**config.mk**
```make
export PLATFORM = sky130hd
export DESIGN_NAME = coms_motor_responder
export DESIGN_NICKNAME = d
export VERILOG_FILES = /design/src/rtl/coms_motor_responder.sv
export SDC_FILE = /design/constraint.sdc
export NUM_CORES = 1
export LEC_CHECK = 0
export CORE_MARGIN = 1.5
export CORE_UTILIZATION = 41
export CTS_BUF_LIST = sky130_fd_sc_hd__clkbuf_4 sky130_fd_sc_hd__clkbuf_8
export DETAILED_ROUTE_END_ITERATION = 10
export GPL_TIMING_DRIVEN = 0
export PLACE_DENSITY = 0.65
export SLEW_MARGIN = 20
export SYNTH_ARGS = -nofsm -noshare
export SYNTH_HDL_FRONTEND = slang
export SYNTH_HIERARCHICAL = 1
export SYNTH_SLANG_ARGS = --single-unit
```
**constraint.sdc**
```tcl
create_clock -name clk -period 27.2 [get_ports clk]
set_clock_uncertainty 0.1 [all_clocks]
set_input_delay 6.8 -clock clk [delete_from_list [all_inputs] [get_ports clk]]
set_output_delay 6.8 -clock clk [all_outputs]
set_load 0.005 [all_outputs]
```
**src/rtl/coms_motor_responder.sv**
```systemverilog
// Motor-board RS485 responder: decodes addressed, CRC-checked master frames into latched motor
// parameters and answers status requests with a status frame over a half-duplex UART.

module uart_rx #(
  parameter int CLK_FREQ_HZ = 50_000_000,
  parameter int BAUDRATE    = 2_000_000
) (
  input  logic       clk,
  input  logic       reset,
  input  logic       rx,
  output logic [7:0] data,
  output logic       valid
);
  localparam int CPB = CLK_FREQ_HZ / BAUDRATE;
  localparam int CW = $clog2(CPB + 1);
  localparam logic [CW-1:0] FULL = CW'(CPB - 1);
  localparam logic [CW-1:0] HALF = CW'(CPB / 2 - 1);

  typedef enum logic [1:0] {RX_IDLE, RX_START, RX_DATA, RX_STOP} rx_state_t;

  rx_state_t     state, state_n;
  logic [CW-1:0] cnt, cnt_n;
  logic [2:0]    bit_idx, bit_idx_n;
  logic [7:0]    shreg, shreg_n, data_n;
  logic          valid_n;
  logic [1:0]    sync;

  always_ff @(posedge clk or posedge reset) begin
    if (reset) begin
      sync    <= 2'b11;
      state   <= RX_IDLE;
      cnt     <= '0;
      bit_idx <= '0;
      shreg   <= '0;
      data    <= '0;
      valid   <= 1'b0;
    end else begin
      sync    <= {sync[0], rx};
      state   <= state_n;
      cnt     <= cnt_n;
      bit_idx <= bit_idx_n;
      shreg   <= shreg_n;
      data    <= data_n;
      valid   <= valid_n;
    end
  end

  // Bits are sampled mid-cell; a low stop bit drops the byte as a framing error.
  always_comb begin
    state_n   = state;
    cnt_n     = cnt;
    bit_idx_n = bit_idx;
    shreg_n   = shreg;
    data_n    = data;
    valid_n   = 1'b0;
    case (state)
      RX_IDLE: if (!sync[1]) begin
        cnt_n   = '0;
        state_n = RX_START;
      end
      RX_START: if (cnt == HALF) begin
        cnt_n     = '0;
        bit_idx_n = '0;
        state_n   = sync[1] ? RX_IDLE : RX_DATA;
      end else cnt_n = cnt + 1'b1;
      RX_DATA: if (cnt == FULL) begin
        cnt_n   = '0;
        shreg_n = {sync[1], shreg[7:1]};
        if (bit_idx == 3'd7) state_n = RX_STOP;
        else bit_idx_n = bit_idx + 1'b1;
      end else cnt_n = cnt + 1'b1;
      RX_STOP: if (cnt == FULL) begin
        if (sync[1]) begin
          data_n  = shreg;
          valid_n = 1'b1;
        end
        state_n = RX_IDLE;
      end else cnt_n = cnt + 1'b1;
      default: state_n = RX_IDLE;
    endcase
  end
endmodule

module uart_tx #(
  parameter int CLK_FREQ_HZ = 50_000_000,
  parameter int BAUDRATE    = 2_000_000
) (
  input  logic       clk,
  input  logic       reset,
  input  logic       start,
  input  logic [7:0] data,
  output logic       tx,
  output logic       active
);
  localparam int CPB = CLK_FREQ_HZ / BAUDRATE;
  localparam int CW = $clog2(CPB + 1);
  localparam logic [CW-1:0] FULL = CW'(CPB - 1);

  typedef enum logic {TX_IDLE, TX_BITS} tx_state_t;

  tx_state_t     state, state_n;
  logic [CW-1:0] cnt, cnt_n;
  logic [3:0]    bit_idx, bit_idx_n;
  logic [9:0]    shreg, shreg_n;

  always_ff @(posedge clk or posedge reset) begin
    if (reset) begin
      state   <= TX_IDLE;
      cnt     <= '0;
      bit_idx <= '0;
      shreg   <= '1;
      tx      <= 1'b1;
    end else begin
      state   <= state_n;
      cnt     <= cnt_n;
      bit_idx <= bit_idx_n;
      shreg   <= shreg_n;
      tx      <= (state_n == TX_BITS) ? shreg_n[0] : 1'b1;
    end
  end

  always_comb begin
    state_n   = state;
    cnt_n     = cnt;
    bit_idx_n = bit_idx;
    shreg_n   = shreg;
    case (state)
      TX_IDLE: if (start) begin
        shreg_n   = {1'b1, data, 1'b0};
        cnt_n     = '0;
        bit_idx_n = '0;
        state_n   = TX_BITS;
      end
      TX_BITS: if (cnt == FULL) begin
        cnt_n   = '0;
        shreg_n = {1'b1, shreg[9:1]};
        if (bit_idx == 4'd9) state_n = TX_IDLE;
        else bit_idx_n = bit_idx + 1'b1;
      end else cnt_n = cnt + 1'b1;
      default: state_n = TX_IDLE;
    endcase
  end

  assign active = (state == TX_BITS);
endmodule

module coms_motor_responder #(
  parameter int MOTOR_ID          = 0,
  parameter int CLK_FREQ_HZ       = 50_000_000,
  parameter int BAUDRATE          = 2_000_000,
  parameter int RX_TIMEOUT_CYCLES = 1000,
  parameter int TURNAROUND_CYCLES = 50
) (
  input  logic               clk,
  input  logic               reset,
  input  logic               rx_i,
  output logic               tx_o,
  output logic               tx_enable,
  input  logic signed [23:0] encoder0_position,
  input  logic signed [23:0] encoder1_position,
  input  logic signed [23:0] duty,
  input  logic signed [23:0] displacement,
  output logic        [7:0]  control_mode,
  output logic signed [7:0]  Kp,
  output logic signed [7:0]  Ki,
  output logic signed [7:0]  Kd,
  output logic signed [23:0] PWMLimit,
  output logic signed [23:0] IntegralLimit,
  output logic signed [23:0] deadband,
  output logic signed [23:0] setpoint,
  output logic signed [23:0] gearboxRatio,
  output logic               control_mode_update,
  output logic               setpoint_update,
  output logic        [15:0] crc_error_count
);
  localparam int PAYLOAD_MAX = 22;
  localparam int REPLY_LEN   = 23;
  localparam int TO_W = $clog2(RX_TIMEOUT_CYCLES + 1);
  localparam int TA_W = $clog2(TURNAROUND_CYCLES + 1);
  localparam logic [TO_W-1:0] TIMEOUT  = TO_W'(RX_TIMEOUT_CYCLES);
  localparam logic [TA_W-1:0] TA_LAST  = TA_W'(TURNAROUND_CYCLES - 1);
  localparam logic [4:0]      LAST_IDX = 5'(REPLY_LEN - 1);
  localparam logic [7:0]      ID8      = 8'(MOTOR_ID);
  localparam logic [31:0] MAGIC_REQ = 32'h1CE1_CEBB;
  localparam logic [31:0] MAGIC_SP  = 32'hD0D0_D0D0;
  localparam logic [31:0] MAGIC_CM  = 32'hBAAD_A555;

  typedef enum logic [2:0] {
    S_HUNT, S_RECEIVE, S_CHECK, S_TURNAROUND, S_PREPARE, S_GEN_CRC, S_SEND
  } state_t;
  typedef enum logic [1:0] {F_STATUS, F_SETPOINT, F_CONTROL} frame_t;

  state_t          state, state_n;
  frame_t          ftype, hit_type;
  logic [31:0]     magic_sr, magic_next;
  logic            magic_hit;
  logic [7:0]      payload [0:PAYLOAD_MAX-1];
  logic [7:0]      txbuf [0:REPLY_LEN-1];
  logic [4:0]      byte_cnt, plen, tx_idx;
  logic [TO_W-1:0] idle_cnt;
  logic [TA_W-1:0] ta_cnt;
  logic [15:0]     crc_acc, crc_rx, crc_tx;
  logic            crc_ok, id_ok;
  logic [7:0]      rx_data, tx_data;
  logic            rx_valid, tx_start, tx_active, tx_active_q, tx_fall;
  logic [23:0]     cm_setpoint;

  function automatic logic [15:0] crc16_byte(input logic [15:0] c, input logic [7:0] d);
    logic [15:0] r;
    r = c;
    for (int b = 7; b >= 0; b--) begin
      if (r[15] ^ d[b]) r = {r[14:0], 1'b0} ^ 16'h8005;
      else r = {r[14:0], 1'b0};
    end
    return r;
  endfunction

  uart_rx #(.CLK_FREQ_HZ(CLK_FREQ_HZ), .BAUDRATE(BAUDRATE)) u_rx (
    .clk(clk), .reset(reset), .rx(rx_i), .data(rx_data), .valid(rx_valid)
  );

  uart_tx #(.CLK_FREQ_HZ(CLK_FREQ_HZ), .BAUDRATE(BAUDRATE)) u_tx (
    .clk(clk), .reset(reset), .start(tx_start), .data(tx_data), .tx(tx_o), .active(tx_active)
  );

  assign tx_enable   = tx_active;
  assign tx_fall     = tx_active_q & ~tx_active;
  assign magic_next  = {magic_sr[23:0], rx_data};
  assign crc_rx      = {payload[plen - 5'd2], payload[plen - 5'd1]};
  assign crc_ok      = (crc_acc == crc_rx);
  assign id_ok       = (payload[0] == ID8);
  assign cm_setpoint = {payload[14], payload[15], payload[16]};

  always_comb begin
    magic_hit = 1'b1;
    hit_type  = F_STATUS;
    case (magic_next)
      MAGIC_REQ: hit_type = F_STATUS;
      MAGIC_SP:  hit_type = F_SETPOINT;
      MAGIC_CM:  hit_type = F_CONTROL;
      default:   magic_hit = 1'b0;
    endcase
  end

  always_comb begin
    case (ftype)
      F_SETPOINT: plen = 5'd6;
      F_CONTROL:  plen = 5'd22;
      default:    plen = 5'd3;
    endcase
  end

  always_comb begin
    crc_tx = 16'hFFFF;
    for (int i = 4; i < REPLY_LEN - 2; i++) crc_tx = crc16_byte(crc_tx, txbuf[i]);
  end

  always_ff @(posedge clk or posedge reset) begin
    if (reset) state <= S_HUNT;
    else state <= state_n;
  end

  always_comb begin
    state_n  = state;
    tx_start = 1'b0;
    tx_data  = txbuf[0];
    case (state)
      S_HUNT: if (rx_valid && magic_hit) state_n = S_RECEIVE;
      S_RECEIVE: begin
        if (rx_valid) begin
          if (byte_cnt == plen - 5'd1) state_n = S_CHECK;
        end else if (idle_cnt == TIMEOUT) state_n = S_HUNT;
      end
      S_CHECK: state_n = (crc_ok && id_ok && ftype == F_STATUS) ? S_TURNAROUND : S_HUNT;
      S_TURNAROUND: if (ta_cnt == TA_LAST) state_n = S_PREPARE;
      S_PREPARE: state_n = S_GEN_CRC;
      S_GEN_CRC: begin
        tx_start = 1'b1;
        state_n  = S_SEND;
      end
      S_SEND: if (tx_fall) begin
        if (tx_idx == LAST_IDX) state_n = S_HUNT;
        else begin
          tx_start = 1'b1;
          tx_data  = txbuf[tx_idx + 5'd1];
        end
      end
      default: state_n = S_HUNT;
    endcase
  end

  always_ff @(posedge clk or posedge reset) begin
    if (reset) begin
      magic_sr            <= '0;
      ftype               <= F_STATUS;
      byte_cnt            <= '0;
      idle_cnt            <= '0;
      ta_cnt              <= '0;
      crc_acc             <= 16'hFFFF;
      tx_idx              <= '0;
      tx_active_q         <= 1'b0;
      for (int i = 0; i < PAYLOAD_MAX; i++) payload[i] <= '0;
      for (int i = 0; i < REPLY_LEN; i++) txbuf[i] <= '0;
      control_mode        <= '0;
      Kp                  <= '0;
      Ki                  <= '0;
      Kd                  <= '0;
      PWMLimit            <= '0;
      IntegralLimit       <= '0;
      deadband            <= '0;
      setpoint            <= '0;
      gearboxRatio        <= '0;
      control_mode_update <= 1'b0;
      setpoint_update     <= 1'b0;
      crc_error_count     <= '0;
    end else begin
      setpoint_update     <= 1'b0;
      control_mode_update <= 1'b0;
      tx_active_q         <= tx_active;
      // Bytes seen while not hunting (including our own reply) never seed a magic match.
      if (state != S_HUNT) magic_sr <= '0;
      if (state != S_TURNAROUND) ta_cnt <= '0;
      case (state)
        S_HUNT: if (rx_valid) begin
          magic_sr <= magic_next;
          if (magic_hit) begin
            ftype    <= hit_type;
            byte_cnt <= '0;
            idle_cnt <= '0;
            crc_acc  <= 16'hFFFF;
          end
        end
        S_RECEIVE: begin
          if (rx_valid) begin
            payload[byte_cnt] <= rx_data;
            byte_cnt          <= byte_cnt + 5'd1;
            idle_cnt          <= '0;
            if (byte_cnt < plen - 5'd2) crc_acc <= crc16_byte(crc_acc, rx_data);
          end else if (idle_cnt != TIMEOUT) idle_cnt <= idle_cnt + 1'b1;
        end
        S_CHECK: begin
          if (!crc_ok) begin
            if (crc_error_count != 16'hFFFF) crc_error_count <= crc_error_count + 16'd1;
          end else if (id_ok) begin
            if (ftype == F_SETPOINT) begin
              setpoint        <= {payload[1], payload[2], payload[3]};
              setpoint_update <= 1'b1;
            end else if (ftype == F_CONTROL) begin
              control_mode        <= payload[1];
              Kp                  <= payload[2];
              Ki                  <= payload[3];
              Kd                  <= payload[4];
              PWMLimit            <= {payload[5], payload[6], payload[7]};
              IntegralLimit       <= {payload[8], payload[9], payload[10]};
              deadband            <= {payload[11], payload[12], payload[13]};
              setpoint            <= cm_setpoint;
              gearboxRatio        <= {payload[17], payload[18], payload[19]};
              control_mode_update <= 1'b1;
              setpoint_update     <= (cm_setpoint != setpoint);
            end
          end
        end
        S_TURNAROUND: ta_cnt <= ta_cnt + 1'b1;
        S_PREPARE: begin
          // Reported setpoint is the latched value so the master can spot a lost setpoint frame.
          txbuf[0]  <= 8'h1C;
          txbuf[1]  <= 8'hEB;
          txbuf[2]  <= 8'h00;
          txbuf[3]  <= 8'hDA;
          txbuf[4]  <= ID8;
          txbuf[5]  <= control_mode;
          {txbuf[6], txbuf[7], txbuf[8]}    <= encoder0_position;
          {txbuf[9], txbuf[10], txbuf[11]}  <= encoder1_position;
          {txbuf[12], txbuf[13], txbuf[14]} <= setpoint;
          {txbuf[15], txbuf[16], txbuf[17]} <= duty;
          {txbuf[18], txbuf[19], txbuf[20]} <= displacement;
        end
        S_GEN_CRC: begin
          txbuf[21] <= crc_tx[15:8];
          txbuf[22] <= crc_tx[7:0];
          tx_idx    <= '0;
        end
        S_SEND: if (tx_fall && tx_idx != LAST_IDX) tx_idx <= tx_idx + 5'd1;
        default: ;
      endcase
    end
  end
endmodule
```
Word-level counts from Yosys, hierarchy flattened

Index checks and enable logic that the tools add are counted.
W data, S select, Z words.

Bits in registers: 623
Latch bits: 0
RAM bits: 0
Memory bits (read-only): 0
Bits of input ports: 99
Output and inout port bits: 172
Word-level logic and storage cells: 710
Memories: 0

$add $sub $neg: 11
Multipliers: 0
Div/mod/pow operators: 0
Magnitude comparators: 6
Equality and inequality tests: 51
Shifts and indexed selects: 0
Multiplexer cells: 254
Bitwise logic cells: 278
Reductions and logical operators: 33

Operators with widths:

| cell                   | count |
|---|---|
| $mux W16               | 161 |
| $not A3 Y3             | 135 |
| $bwmux W176            | 1 |
| $xor A1 B1 Y1          | 135 |
| $bmux W8 S5            | 3 |
| $mux W32               | 3 |
| $mux W8                | 10 |
| $eq A32 B32 Y1 const B | 2 |
| $mux W10               | 6 |
| $mux W5                | 10 |
| $mux W24               | 2 |
| $demux W8 S5           | 1 |
| $pmux W10 S2           | 2 |
| $pmux W5 S2            | 4 |
| $eq A32 B29 Y1 const B | 1 |
| $pmux W16 S2           | 1 |
| $mux W3                | 10 |
| $ne A2 B2 Y1 const B   | 13 |
| $ge A6 B6 Y1 const B   | 4 |
| $ne A24 B24 Y1         | 1 |
| $not A5 Y6             | 4 |
| $pmux W3 S7            | 1 |
| $add A5 B1 Y5 const B  | 4 |
| $mux W1                | 20 |
| other kinds (50)       | 99 |

Depth between registers and ports, before layout

Depth in word-level cells: 255
Mapped depth: 15
Depth with buffers taken out: 11

Cells and area by module

Netlist, hierarchy kept.

Modules (own cells, without submodules):

| module               | instances | cells an instance | area each (sq um) | sequential area each (sq um) |
|---|---|---|---|---|
| coms_motor_responder | 1         | 2063              | 27767.9           | 14108.5 |
| uart_rx              | 1         | 99                | 1332.5            | 728.2 |
| uart_tx              | 1         | 103               | 1127.3            | 539.3 |

Worst setup path before layout

Ideal clock, no wire load.

Path kind: register to output
From: register u_tx.tx
To: output tx_o
Arrival: 501 ps
Setup slack: 19799 ps
Stages on the path, launching flop included: 1
Path buffers: 0
Cells stage by stage: dfstp_2

RTL lines:

| what                   | RTL line | RTL |
|---|---|---|
| start, declared        | 92       | `output logic tx,` |
| start signal, assigned | 118      | `tx <= (state_n == TX_BITS) ? shreg_n[0] : 1'b1;` |
| end, declared          | 157      | `output logic tx_o,` |

No word-level cell between the ends.

Worst setup path after layout

From: register setpoint[12]
To: output setpoint[12]

RTL lines:

| what                   | RTL line | RTL |
|---|---|---|
| start, declared        | 170      | `output logic signed [23:0] setpoint,` |
| start signal, assigned | 346      | `setpoint <= {payload[1], payload[2], payload[3]};` |
| start signal, assigned | 356      | `setpoint <= cm_setpoint;` |

No word-level cell between the ends.

==> flow_summary.ini <==
[clocking]
clock_latency_ns = 0.76
path_clk_slew_ns = 0.06
cts_buffers = 106
cts_sinks = 613
cts_tree = yes
post-cts-setup-buffer-count = 0
cts_hold_buf = 0
ctsRootBufferMaster = clkbuf_8
htreeDepth = 3
cts_resized = 0
clk_path_buf_depth = 3

[die]
fp.dieW_um = 275
rows = 99
fp.dieH_um = 275
ios = 271
core_um2 = 73000
initial_core_util_pct = 41.4
die_area_um2 = 75400

[power_and_ir_drop]
cellPowerDensity_nw_per_um2 = 54.8
p_leak_uw = 0.0170
total_power_uw = 2010
ir_drop_uv = 43.1

[critical_path]
critical_path.top_delay_family = flip-flops
startpoint_type = flip-flop
critPathCaptureType = output pin
critical-path-max-stage-delay_ns = 0.58
required_ns = 20.30
r2r_cells = 14
cp_slowest_cell = dfrtp_1
crit_cells = 1
worstPathMaxFanout = 4
crit_type = flip-flop to output pin
arrival_ns = 1.93
critPathBufInv = 1
crit_chain = clkdlybuf4s50_1

[run_status]
run_status = finished, final reports clean

[finish]
drive_gt1_share_pct = 28.3
seq_area_um2 = 15400
area_delta_synth_final_pct = 21.6
fin_cells = 3699
fillCellCount = 6257
multi_input_area_um2 = 14300
nets = 2774
final_cell_mix = 584 x dfrtp_1, 457 x mux2_2, 270 x clkdlybuf4s50_1, 234 x xnor2_1, 137 x clkbuf_8
final_common_cell = dfrtp_1
post-route-cell-area_um2 = 36800

[placement]
hpwl_um = 66400
numPortBuffers = 270
place_congestion = 0.947
dpl_cell_area_um2 = 34300
pre_cts_ws_ns = 18.29
place_inst = 3500

[yosys]
synthTopCellsByArea = dfrtp_1 48%, mux2_2 17%, xnor2_1 6.8%
yosysTopAreaCell = dfrtp_1
ys_types = 78
ys_warn_count = 6
syn-cell-area_um2 = 30200
synth_top_area_share_pct = 48.3
synth_cells = 2265
syn_nets = 2390
synth_flop_cell = dfrtp_1
synth_edf_count = 0
ys_seq_elements = 613
async_flop_share_pct = 100
synth_area_per_cell_um2 = 13.3
ys_seq_area_share_pct = 50.9

[timing]
report.final.setup_viol = 0
finalMaxSlewViolations = 0
min_period_ns = 8.83
rsz0062_at_grt = false
max_freq_ghz = 0.113
period_share_pct = 32.5
worst_pin_slew_ns = 1.14
slew_headroom_pct = 23.8
setup_slack_ns = 18.37
setup_tns_ns = 0
hold_viol = 0

[flow_run]
drv_cap = 0

[global_routing]
grt_pass1_wl_um = 135000
grt_overflow_total = 0
grt_usage_pct = 24.1
grt_pass1_vias = 20980
antenna_found_initial = 3
grt_max_degree = 115

[detailed_routing]
wirelength_um = 89900
drc_errors = 0
drt_pre_antenna_iters = 5
via_count = 19871
viasPerCell = 5.37
drt-initial-drc-count = 1400
wl_per_cell_um = 24.3
drtAntennaViolNets = 0

[min_path]
min_path_type = flip-flop to flip-flop
hold_depth = 0
[stage by stage]
stage	hold slack [ns]	util, %
2_1_floorplan	0.245	-
3_3_place_gp	0.249	46.8
3_5_place_dp	0.253	47.0
4_1_cts	0.262	50.4
5_1_grt	0.266	50.4
6_report	0.258	50.4
[synthesized netlist by cell type (7+ instances only)]
library cell,instances
a21oi_1,40
a221o_1,14
a31oi_1,10
and2_1,8
and3_1,21
buf_1,10
clkbuf_1,98
dfrtp_1,584
dfstp_2,29
ha_1,26
inv_1,31
mux2_2,457
mux2i_1,69
mux4_2,40
nand2_1,110
nand3_1,37
nand4_1,17
nand4b_1,7
nor2_1,72
nor2b_1,10
nor3_1,18
nor3b_1,7
nor4_1,7
o211ai_1,8
o21ai_0,80
xnor2_1,234
xnor3_1,44
xnor3_2,10
xor2_1,63
xor3_1,10
[path summary, 6_finish.rpt]
| kind | from | endpoint | slack, ns |
|---|---|---|---|
| setup / recovery | setpoint[12] | setpoint[12] | 18.37 |
| hold / removal | u_rx/sync[0] | u_rx/sync[1] | 0.26 |
| setup reg to reg | tx_idx[0] | u_tx/shreg[2] | 21.16 |
| hold reg to reg | u_rx/sync[0] | u_rx/sync[1] | 0.26 |
| max in group asynchronous | reset | IntegralLimit[9] | 19.06 |
| min in group asynchronous | reset | control_mode_update | 6.50 |
[metal layers]
metal	vias up	global-route usage (%)	routed length (um)
met2	576	41.5	44900
met3	176	4.57	4810
li1	8829	-	-
met5	-	0	27
met4	4	8.72	3180
met1	10286	30.0	36900
[kinds of logic (layout without fill, tap and decap cells)]
logic type	Yosys count	after routing	share of synthesized area, %
simple gates	359	359	6.26
xor+xnor	367	367	13.8
compound gates	183	183	3.66
other cells	0	1	0
flops	613	613	50.9
fa+ha+maj	26	26	1.08
buf+inv	150	624	1.95
mux	567	567	22.4
[power by group]
group | switching (uW) | internal [uW] | total (uW) | leakage [uW]
clock network | 408 | 531 | 939 | 0.00130
logic | 79.9 | 63.6 | 144 | 0.00728
registers | 9.42 | 921 | 931 | 0.00845
[sequential cells by signal, indices dropped and copies added (netlist names), 10 cells and up, named ones only]
name	cells
txbuf	145
magic_sr	24
deadband	24
u_tx/shreg	10
PWMLimit	24
cm_setpoint	24
payload	152
crc_acc	16
IntegralLimit	24
gearboxRatio	24
crc_error_count	16
setpoint	24
idle_cnt	10
[area by class of cell]
class | instances | area share, %
multi-input combinational | 1502 | 38.8
tap | 959 | 3.26
inverter | 32 | 0.347
timing repair buffer | 276 | 7.80
clock inverter | 30 | 0.868
buffer | 118 | 1.28
clock buffer | 168 | 5.76
sequential | 613 | 41.8
antenna | 1 | 0.00681
Power figures use the tool's default switching activity.
